[config.mk]
export PLATFORM = sky130hd
export DESIGN_NAME = elevator_call_panel
export DESIGN_NICKNAME = d
export VERILOG_FILES = /design/src/rtl/elevator_pkg.sv /design/src/rtl/call_select.sv /design/src/rtl/elevator_call_panel.sv
export SDC_FILE = /design/constraint.sdc
export NUM_CORES = 1
export LEC_CHECK = 0
export ABC_AREA = 1
export BUFFER_PORTS_ARGS = -buffer_cell sky130_fd_sc_hd__buf_4
export CAP_MARGIN = 20
export CORE_ASPECT_RATIO = 1.2
export CORE_MARGIN = 2
export CORE_UTILIZATION = 63
export DETAILED_ROUTE_END_ITERATION = 16
export PLACE_DENSITY = 0.81
export SYNTH_ARGS = -nofsm -noshare
export SYNTH_HDL_FRONTEND = slang
export SYNTH_SLANG_ARGS = --single-unit
[constraint.sdc]
create_clock -name clk -period 4.28 [get_ports clk]
set_input_delay 0 -clock clk [delete_from_list [all_inputs] [get_ports clk]]
set_output_delay 0 -clock clk [all_outputs]
set_load 0.02 [all_outputs]
[src/rtl/elevator_pkg.sv]
// Shared types and constants for the elevator request-side logic.
package elevator_pkg;

  localparam int FLOORS  = 8;
  localparam int FLOOR_W = 3;

  localparam logic [FLOOR_W-1:0] NO_FLOOR = 3'd0;

  localparam logic [1:0] DIR_IDLE = 2'd0;
  localparam logic [1:0] DIR_UP   = 2'd1;
  localparam logic [1:0] DIR_DOWN = 2'd2;

  typedef enum logic [1:0] {
    IDLE    = 2'd0,
    PRESENT = 2'd1,
    GAP     = 2'd2
  } state_e;

  // One-hot mask for a floor number.
  function automatic logic [FLOORS-1:0] floor_bit(input logic [FLOOR_W-1:0] f);
    floor_bit = {{(FLOORS-1){1'b0}}, 1'b1} << f;
  endfunction

endpackage

[src/rtl/call_select.sv]
// Picks the next floor to present from the candidate set, preferring calls
// ahead of the car in its direction of travel.
module call_select
  import elevator_pkg::*;
(
  input  logic [FLOORS-1:0]  cand,
  input  logic [FLOOR_W-1:0] out_floor,
  input  logic [1:0]         direction,
  output logic [FLOOR_W-1:0] sel_floor,
  output logic               sel_valid
);

  logic [FLOOR_W-1:0] low_ge, low_gt, high_le, high_lt;
  logic               low_ge_v, low_gt_v, high_le_v, high_lt_v;

  // Nearest candidate above/below the car, scanning so the last hit wins.
  always_comb begin
    low_ge = NO_FLOOR;  low_ge_v  = 1'b0;
    low_gt = NO_FLOOR;  low_gt_v  = 1'b0;
    high_le = NO_FLOOR; high_le_v = 1'b0;
    high_lt = NO_FLOOR; high_lt_v = 1'b0;
    for (int i = FLOORS - 1; i >= 0; i--) begin
      if (cand[i] && (FLOOR_W'(i) >= out_floor)) begin
        low_ge = FLOOR_W'(i); low_ge_v = 1'b1;
      end else begin
        low_ge = low_ge;
      end
      if (cand[i] && (FLOOR_W'(i) > out_floor)) begin
        low_gt = FLOOR_W'(i); low_gt_v = 1'b1;
      end else begin
        low_gt = low_gt;
      end
    end
    for (int i = 0; i < FLOORS; i++) begin
      if (cand[i] && (FLOOR_W'(i) <= out_floor)) begin
        high_le = FLOOR_W'(i); high_le_v = 1'b1;
      end else begin
        high_le = high_le;
      end
      if (cand[i] && (FLOOR_W'(i) < out_floor)) begin
        high_lt = FLOOR_W'(i); high_lt_v = 1'b1;
      end else begin
        high_lt = high_lt;
      end
    end
  end

  // Travelling down: serve at-or-below first; otherwise serve at-or-above first.
  always_comb begin
    sel_floor = NO_FLOOR;
    sel_valid = 1'b0;
    if (direction == DIR_DOWN) begin
      if (high_le_v) begin
        sel_floor = high_le; sel_valid = 1'b1;
      end else begin
        sel_floor = low_gt;  sel_valid = low_gt_v;
      end
    end else begin
      if (low_ge_v) begin
        sel_floor = low_ge;  sel_valid = 1'b1;
      end else begin
        sel_floor = high_lt; sel_valid = high_lt_v;
      end
    end
  end

endmodule

[src/rtl/elevator_call_panel.sv]
// Latches floor calls into lamps and presents them one at a time to the
// elevator controller, returning req_floor to 0 between presentations.
module elevator_call_panel
  import elevator_pkg::*;
#(
  parameter int HOLD_CYCLES   = 2,
  parameter int GAP_CYCLES    = 1,
  parameter int RESEND_CYCLES = 255,
  parameter int CNT_W         = 8
) (
  input  logic               clk,
  input  logic               rst,
  input  logic [FLOORS-1:0]  call_btn,
  input  logic [FLOOR_W-1:0] out_floor,
  input  logic               complete,
  input  logic [1:0]         direction,
  input  logic               over_weight,
  output logic [FLOOR_W-1:0] req_floor,
  output logic [FLOORS-1:0]  call_lamp,
  output logic               busy
);

  state_e             state_q, state_d;
  logic [FLOORS-1:0]  pending_q, pending_d, sent_q, sent_d, call_lamp_q;
  logic [CNT_W-1:0]   cnt_q, cnt_d, resend_q, resend_d;
  logic [FLOOR_W-1:0] floor_q, floor_d, req_floor_q, req_floor_d;
  logic               busy_q, busy_d;

  logic [FLOORS-1:0]  arrive_s, clr_s, set_s, cand_s, outstanding_s;
  logic [FLOOR_W-1:0] sel_floor_s;
  logic               sel_valid_s;

  call_select u_select (
    .cand      (cand_s),
    .out_floor (out_floor),
    .direction (direction),
    .sel_floor (sel_floor_s),
    .sel_valid (sel_valid_s)
  );

  // Call latching, arrival clearing and resend timeout; floor 0 is never a call.
  always_comb begin
    arrive_s      = complete ? floor_bit(out_floor) : {FLOORS{1'b0}};
    clr_s         = arrive_s & sent_q;
    set_s         = call_btn & ~arrive_s & {{(FLOORS-1){1'b1}}, 1'b0};
    pending_d     = (pending_q | set_s) & ~clr_s;
    cand_s        = pending_q & ~sent_q;
    outstanding_s = pending_q & sent_q;
    sent_d        = sent_q & ~clr_s;
    if ((clr_s != {FLOORS{1'b0}}) || (outstanding_s == {FLOORS{1'b0}})) begin
      resend_d = {CNT_W{1'b0}};
    end else if (resend_q >= CNT_W'(RESEND_CYCLES)) begin
      resend_d = {CNT_W{1'b0}};
      sent_d   = sent_d & ~pending_q;
    end else begin
      resend_d = resend_q + {{(CNT_W-1){1'b0}}, 1'b1};
    end

    state_d = state_q;
    cnt_d   = cnt_q;
    floor_d = floor_q;
    case (state_q)
      IDLE: begin
        if (sel_valid_s && !over_weight) begin
          state_d = PRESENT;
          cnt_d   = {CNT_W{1'b0}};
          floor_d = sel_floor_s;
          sent_d  = sent_d | floor_bit(sel_floor_s);
        end else begin
          state_d = IDLE;
        end
      end
      PRESENT: begin
        if (cnt_q >= CNT_W'(HOLD_CYCLES - 1)) begin
          state_d = GAP;
          cnt_d   = {CNT_W{1'b0}};
        end else begin
          cnt_d = cnt_q + {{(CNT_W-1){1'b0}}, 1'b1};
        end
      end
      GAP: begin
        if (cnt_q >= CNT_W'(GAP_CYCLES - 1)) begin
          state_d = IDLE;
          cnt_d   = {CNT_W{1'b0}};
        end else begin
          cnt_d = cnt_q + {{(CNT_W-1){1'b0}}, 1'b1};
        end
      end
      default: begin
        state_d = IDLE;
        cnt_d   = {CNT_W{1'b0}};
      end
    endcase

    req_floor_d = (state_d == PRESENT) ? floor_d : NO_FLOOR;
    busy_d      = (state_d != IDLE);
  end

  // State, tracking registers and registered outputs.
  always_ff @(posedge clk or posedge rst) begin
    if (rst) begin
      state_q     <= IDLE;
      pending_q   <= {FLOORS{1'b0}};
      sent_q      <= {FLOORS{1'b0}};
      cnt_q       <= {CNT_W{1'b0}};
      resend_q    <= {CNT_W{1'b0}};
      floor_q     <= NO_FLOOR;
      req_floor_q <= NO_FLOOR;
      call_lamp_q <= {FLOORS{1'b0}};
      busy_q      <= 1'b0;
    end else begin
      state_q     <= state_d;
      pending_q   <= pending_d;
      sent_q      <= sent_d;
      cnt_q       <= cnt_d;
      resend_q    <= resend_d;
      floor_q     <= floor_d;
      req_floor_q <= req_floor_d;
      call_lamp_q <= pending_d;
      busy_q      <= busy_d;
    end
  end

  assign req_floor = req_floor_q;
  assign call_lamp = call_lamp_q;
  assign busy      = busy_q;

endmodule

# Word-level counts from Yosys, hierarchy flattened
# Index checks and enable logic that the tools add are counted.
# Widths: inputs -> output; s select.
# totals
regBits	41
latchBits	0
mem_bits_rw	0
romBits	0
in_bits	17
output_inout_bits	12
wordCells	190
memories	0
# op_classes
n_addsub	2
n_mul	0
div	0
order_cmp	35
eq_ne	5
n_shift	2
muxes	86
n_bitwise	13
n_reduce_logical	39
# op_table
operator	n
$mux 3	30
$mux 8	10
$and 8x8->8	7
$mux 1	38
$logic_and 1x1->1	33
$not 8->8	4
$pmux 8 s3	1
$add 8x1->8 const B	2
$ge 8x1->1 const B	2
$or 8x8->8	2
$shl 1x3->8 const A	2
$ge 3x3->1 const A	4
$gt 3x3->1 const A	4
$le 3x3->1 const A	4
$lt 3x3->1 const A	4
$mux 2	6
$ge 8x8->1 const B	1
$logic_not 8->1	1
$reduce_bool 8->1	1
$ge 1x3->1 const A	2
$ge 2x3->1 const A	2
$gt 1x3->1 const A	2
$gt 2x3->1 const A	2
$le 1x3->1 const A	2
11 further kinds	16

# Depth between registers and ports, before layout
# Gate-level depths: netlist (run 1).
# logic_depth
ltp_word	18
ltp_mapped	16
mapped_depth_nobuf	15

# By module
# A second synthesis (run 1) with hierarchy kept.
# unflattened
hier_cells	398
area_unflattened_um2	2752.6
# modules_own_cells
module	instances	cells_per_inst	area_each_um2	seq_area_each_um2
elevator_call_panel	1	278	2184.6	1026.0
call_select	1	120	568.0	0.0

# Worst setup path before layout (run 1)
# Ideal clock, no wire load.
# synth_timing
path_kind	reg2reg
startpoint	register, netlist name call_lamp[3]
endpoint	register req_floor_q[2], in the netlist req_floor[2]
setup_ns	0.121
arrival_time_ns	1.558
required_ns	4.159
setup_slack_ns	2.601
stages_incl_launch_ff	14
n_path_buf	0
period_less_slack_ns	1.679
path_cell_list	dfrtp_1 -> nand2_1 -> nor2_1 -> nand2_1 -> nand2_1 -> nor2_2 -> nand2_1 -> nor2_4 -> nor2_4 -> nand2_4 -> inv_4 -> nand2_1 -> o21ai_1 -> nor2_1
# synth_lines
element	line	rtl
end signal, assigned	elevator_call_panel.sv:118	req_floor_q <= req_floor_d;
end, declared	elevator_call_panel.sv:26	logic [FLOOR_W-1:0] floor_q, floor_d, req_floor_q, req_floor_d;

==> flow_metrics.env, run 1 <==
export IMPL_die_h_um=74.9
export IMPL_wl_mm=6.18
export IMPL_synth_top_area_share=0.389
export IMPL_cts_tree="yes"
export IMPL_initial_core_util=0.664
export IMPL_grt_first_pass_wirelength_mm=10.6
export IMPL_cts_buffers=5
export IMPL_crit_arrival_ns=2.16
export IMPL_clock_skew_ns=0.00998
export IMPL_gp_congestion=0.892
export IMPL_gr_total_overflow=0
export IMPL_fillers=335
export IMPL_setup_worst_path_class="reg -> reg"
export IMPL_ff_latch_area_mm2=0.00103
export IMPL_vias_per_cell=5.31
export IMPL_diodes=0
export IMPL_cap_viol_max_count=0
export IMPL_port_buffers=27
export IMPL_synth_avg_cell_area_um2=7.05
export IMPL_dp_cells=454
export IMPL_synth_nets=395
export IMPL_clkLatencyLatePin_ns=0.30
export IMPL_drt_pass1_iter_count=4
export IMPL_cp_required_ns=4.52
export IMPL_drc=0
export IMPL_cts_root_buf="clkbuf_8"
export IMPL_slew_headroom=0.642
export IMPL_routedWlPerCell_um=13.2
export IMPL_tightest_slew_ns=0.535
export IMPL_syn_inst=374
export IMPL_antenna_found_initial=0
export IMPL_dp_final_hpwl_mm=4.57
export IMPL_place_ws_ns=2.39
export IMPL_synth_top_area_cell="dfrtp_1"
export IMPL_layoutNonFillerInstCount=469
export IMPL_vias=2491
export IMPL_multiInputGateArea_mm2=0.00136
export IMPL_end_kind="register"
export IMPL_core_mm2=0.00397
export IMPL_cts_sinks=41
export IMPL_dieWidth_um=63.1
export IMPL_nets=435
export IMPL_mappedNetlistArea_mm2=0.00264
export IMPL_drt_iter0_drc=142
export IMPL_yosysUniqueCellTypes=32
export IMPL_track_usage=0.290
export IMPL_min_period_ns=1.92
export IMPL_setup_violations_final=0
export IMPL_ios=29
export IMPL_fmax_ghz=0.519
export IMPL_hold_class="in -> reg"
export IMPL_status="complete, no violations"
export IMPL_ys_seq_area_frac=0.389
export IMPL_rows=25
export IMPL_mostFrequentLayoutCell="nand2_1"
export IMPL_p_leak_nw=1.63
export IMPL_placed_cell_area_mm2=0.00289
export IMPL_htreeDepth=2
export IMPL_area_growth_pct=16.2
export IMPL_ctsResizeCount=0
export IMPL_vdd_drop_max_uv=380
export IMPL_power_density_mw_per_mm2=538
export IMPL_yosysWarnings=0
export IMPL_tns_ns=0
export IMPL_postCtsSetupBuffers=0
export IMPL_finalCritPeriodShare=0.450
export IMPL_drive_gt1_frac=0.186
export IMPL_final_cell_mix="114 x nand2_1, 50 x inv_1, 45 x nor2_1, 41 x dfrtp_1, 28 x buf_4"
export IMPL_postRouteAntennaNets=0
export IMPL_ys_ff_latch=41
export IMPL_cts_buffer_depth=2
export IMPL_dieArea_mm2=0.00472
export IMPL_cts_clk_slew_worst_paths_ns=0.08
export IMPL_slew_violations=0
export IMPL_cp_start_kind="register"
export IMPL_grt_start_max_net_pins=42
export IMPL_final_core_util=0.771
export IMPL_rsz0062_at_grt="false"
export IMPL_first_global_vias=2454
export IMPL_synth_top_cells_by_area="dfrtp_1 39%, nand2_1 16%, inv_1 7.1%, nor2_1 6.4%, nand3_1 4.6%"
export IMPL_reg2reg_depth=12
export IMPL_whs_path_depth=3
export IMPL_hold_viol=0
export IMPL_path_max_fanout=6
export IMPL_fin_ws_ns=2.36
export IMPL_fin_area_mm2=0.00306
## Yosys cell counts (all sizes together)
master,number
o32ai,1
buf,2
o22ai,2
ha,4
xor2,2
xnor2,2
dfrtp,41
nor3,8
inv,57
nor2,59
nand4,11
nand2,127
a21oi,4
a211oi,1
nor3b,2
nor4,1
nand3,27
o21bai,2
clkinv,1
o21ai,16
nand3b,4
## kinds of logic (layout without fill, tap and decap cells)
group           count (synthesis)  in the layout  share of synthesized area
compound gates                 26             26                     0.0574
xor+xnor                        4              4                     0.0133
fa+ha+maj                       4              4                     0.0190
buf+inv                        60            101                     0.0935
flops                          41             41                      0.389
simple gates                  239            239                      0.428
## per-layer routing
layer,vias up,GRT usage,wire (um)
met5,-,0,0
met4,0,0.146,218
met3,18,0.0448,295
met2,73,0.505,2990
met1,1143,0.358,2670
li1,1257,-,-
## timing repair
action                     in CTS  in global routing
hold endpoints to repair       47                  0
setup endpoints to repair       0                  0
hold buffers                    7                  0
## power breakdown
part	internal [W]	total, W	leakage [nW]	switching [W]
combinational	0.000269	0.000806	1.08	0.000536
sequential	0.000493	0.000565	0.504	0.0000727
clock	0.000146	0.000277	0.0542	0.000131
## worst max-delay path, cell delays in order (launching register included)
cell      delay [ns]
dfrtp_1         0.44
inv_1           0.09
nor2_1          0.23
nand2_1         0.15
nand2_1         0.12
nand3_1         0.08
nand2_1         0.06
nand2_1         0.05
o21bai_1        0.17
nand2_2         0.15
nor2_2          0.12
nand3b_1        0.13
nand2_1         0.08
## metrics by stage
step                power, W  hold WS, ns
global route         0.00179       0.0218
floorplan            0.00116        0.131
finish               0.00165      0.00342
detailed placement   0.00136        0.165
CTS                  0.00164      0.00149
global placement     0.00133        0.160
## state kept, by name, indices dropped and copies added, names as in the netlist
register	cells
call_lamp	8
cnt_q	8
resend_q	8
sent_q	8
floor_q	3
req_floor	3
state_q	2
busy	1
## worst paths after layout
path | startpoint | to | slack [ns]
max | call_lamp[6] | sent_q[3] | 2.36
min | call_btn[1] | call_lamp[1] | 0.003
max reg2reg | call_lamp[6] | sent_q[3] | 2.36
min reg2reg | resend_q[0] | resend_q[0] | 0.46
max in group asynchronous | rst | cnt_q[6] | 3.53
min in group asynchronous | rst | state_q[1] | 0.40
## cell type report
type,count,area share
multi-input combinational,273,0.445
sequential,41,0.335
timing repair buffer,35,0.0915
inverter,58,0.0731
clock buffer,7,0.0315
tap,54,0.0221
clock inverter,1,0.00163
Note: power is estimated with default switching activity, not from simulation.
==> run 2, diff against run 1 <==
--- a/config.mk
+++ b/config.mk
@@ -10,9 +10,9 @@
 export CAP_MARGIN = 20
 export CORE_ASPECT_RATIO = 1.2
 export CORE_MARGIN = 2
-export CORE_UTILIZATION = 63
+export CORE_UTILIZATION = 53
 export DETAILED_ROUTE_END_ITERATION = 16
-export PLACE_DENSITY = 0.81
+export PLACE_DENSITY = 0.72
 export SYNTH_ARGS = -nofsm -noshare
 export SYNTH_HDL_FRONTEND = slang
 export SYNTH_SLANG_ARGS = --single-unit
==> constraint.sdc (replaced) <==
create_clock -name clk -period 1.7 [get_ports clk]
set_input_delay 0 -clock clk [delete_from_list [all_inputs] [get_ports clk]]
set_output_delay 0 -clock clk [all_outputs]
set_load 0.02 [all_outputs]
==> run 2 against run 1 <==
Compared with the run above:
- highest routed layer unchanged
- cell count increased by 11%
- sequential power rose to 2.5 times the previous value
- register-to-register slack got worse by 2.4 ns
- critical path type unchanged
- clock skew barely moved
- global-route usage down 2.5 points
- hold slack gained 0.040 ns
- non-clock buffer count up 47
- design area rose by 20%
- largest cell class unchanged
- critical endpoint is now req_floor[0]
- sequential cell count stayed put
- the run now ends with negative setup slack left
- via count up 11%
==> flow_metrics.env, run 2 (synthesized netlist as in run 1, its figures left out) <==
export IMPL_status="finished with violations"
export IMPL_violations="negative setup slack"
export IMPL_cts_clk_slew_worst_paths_ns=0.08
export IMPL_dp_final_hpwl_mm=5.05
export IMPL_cts_tree="yes"
export IMPL_rsz0062_at_grt="true"
export IMPL_tightest_slew_ns=0.528
export IMPL_hold_class="in -> reg"
export IMPL_track_usage=0.265
export IMPL_mostFrequentLayoutCell="nand2_1"
export IMPL_vias_per_cell=5.31
export IMPL_cts_sinks=41
export IMPL_dieWidth_um=68.4
export IMPL_crit_arrival_ns=1.94
export IMPL_grt_first_pass_wirelength_mm=11.0
export IMPL_finalCritPeriodShare=1.03
export IMPL_rows=28
export IMPL_htreeDepth=2
export IMPL_path_max_fanout=6
export IMPL_drc=0
export IMPL_postRouteAntennaNets=0
export IMPL_initial_core_util=0.541
export IMPL_holdPathEnd="call_lamp[1]"
export IMPL_cts_buffer_depth=2
export IMPL_nets=482
export IMPL_power_density_mw_per_mm2=1390
export IMPL_p_leak_nw=1.89
export IMPL_final_core_util=0.756
export IMPL_drive_gt1_frac=0.399
export IMPL_fin_ws_ns=-0.0525
export IMPL_diodes=0
export IMPL_holdWs_ns=0.0433
export IMPL_wl_mm=7.65
export IMPL_cap_viol_max_count=0
export IMPL_core_mm2=0.00487
export IMPL_vdd_drop_max_uv=847
export IMPL_whs_path_depth=3
export IMPL_slew_headroom=0.648
export IMPL_clock_skew_ns=0.00974
export IMPL_cp_start_kind="register"
export IMPL_drt_pass1_iter_count=4
export IMPL_r2r_start="sent_q[5]"
export IMPL_min_period_ns=1.75
export IMPL_cts_buffers=5
export IMPL_slew_violations=0
export IMPL_drt_iter0_drc=162
export IMPL_cp_required_ns=1.89
export IMPL_first_global_vias=2548
export IMPL_r2r_end="req_floor[0]"
export IMPL_tns_ns=-0.200
export IMPL_end_kind="register"
export IMPL_r2r_setup_slack_ns=-0.05
export IMPL_dieArea_mm2=0.00556
export IMPL_gp_congestion=0.914
export IMPL_die_h_um=81.3
export IMPL_routedWlPerCell_um=14.7
export IMPL_grt_start_max_net_pins=42
export IMPL_setup_worst_path_class="reg -> reg"
export IMPL_hp_start="call_btn[1]"
export IMPL_fmax_ghz=0.571
export IMPL_gr_total_overflow=0
export IMPL_fillers=368
export IMPL_setup_violations_final=7
export IMPL_reg2reg_depth=14
export IMPL_ios=29
export IMPL_cts_root_buf="clkbuf_8"
export IMPL_final_cell_mix="87 x nand2_1, 71 x buf_4, 41 x inv_1, 38 x dfrtp_1, 34 x nor2_1"
export IMPL_antenna_found_initial=0
export IMPL_vias=2767
export IMPL_clkLatencyLatePin_ns=0.30
export IMPL_area_growth_pct=39.7
export IMPL_hold_viol=0
export IMPL_port_buffers=27
export IMPL_total_power_w=0.00511
==> run 2: cell count changes in the layout (fill, tap and decap cells not counted), moves of 5 or more <==
| cell | previous run | this run |
|---|---|---|
| buf_4 | 28 | 71 |
| nand2_1 | 114 | 87 |
| nand2_2 | 11 | 30 |
| nor2_1 | 45 | 34 |
| inv_1 | 50 | 41 |
| inv_2 | 5 | 14 |
| nand2_4 | 2 | 10 |
| nor2_4 | 6 | 14 |
| nand3_1 | 24 | 19 |
==> run 2: worst max-delay path, stage by stage, from the launching register on <==
cell	delay (ns)
dfrtp_1	0.39
inv_1	0.10
nand2_2	0.11
inv_2	0.09
nand2_1	0.12
nand2_1	0.09
nor2_1	0.05
nand2_2	0.08
nor2_4	0.04
nor2_4	0.12
nand2_4	0.11
inv_4	0.10
nand3_1	0.08
nand2_1	0.12
nor2_1	0.07
==> run 2: cell type report <==
cell class,instances,area [um2],area share
clock inverter,2,35.0,0.00951
timing repair buffer,82,648,0.176
clock buffer,5,68.8,0.0187
sequential,41,1030,0.280
inverter,58,225,0.0611
tap,60,75.1,0.0204
multi-input combinational,273,1600,0.435
==> run 2: timing repair <==
action | in CTS | in global routing
hold buffers | 7 | 0
setup buffers | 6 | 10
endpoints found under the hold margin | 47 | 0
gates resized for setup | 20 | 64
setup endpoints to repair | 13 | 23
pin swaps | 17 | 29
==> run 2: layer usage <==
layer  wire length (um)  GRT usage  vias up
li1                   -          -     1346
met4                295      0.132        0
met3                368     0.0457       28
met2               3970      0.430       95
met5                  0          0        -
met1               3020      0.335     1298
==> run 2: through the flow <==
step	instances	setup WS, ns	cell area (um2)
after global placement	493	-0.0514	3150
after detailed placement	493	-0.0685	3150
after global routing	521	-0.157	3680
after CTS	513	0.00188	3420
after floorplan	374	0.0212	2640
final	521	-0.0525	3680
==> run 2: how the worst max path moves through the flow <==
stage,end,slack (ns),from,cells after the start
2_1_floorplan,req_floor[2],0.02,call_lamp[3],13
4_1_cts,sent_q[3],0.002,call_lamp[6],15
6_report,req_floor[0],-0.05,sent_q[5],14
3_5_place_dp,sent_q[1],-0.07,sent_q[1],11
3_3_place_gp,sent_q[1],-0.05,sent_q[4],11
5_1_grt,sent_q[2],-0.16,sent_q[5],13
==> run 2: power breakdown <==
part / internal (W) / switching, W / total, W / leakage, nW
registers: 0.00125 / 0.000195 / 0.00144 / 0.501
logic: 0.00118 / 0.00173 / 0.00291 / 1.34
clock network: 0.000427 / 0.000332 / 0.000759 / 0.0540
total: 0.00285 / 0.00226 / 0.00511 / 1.89
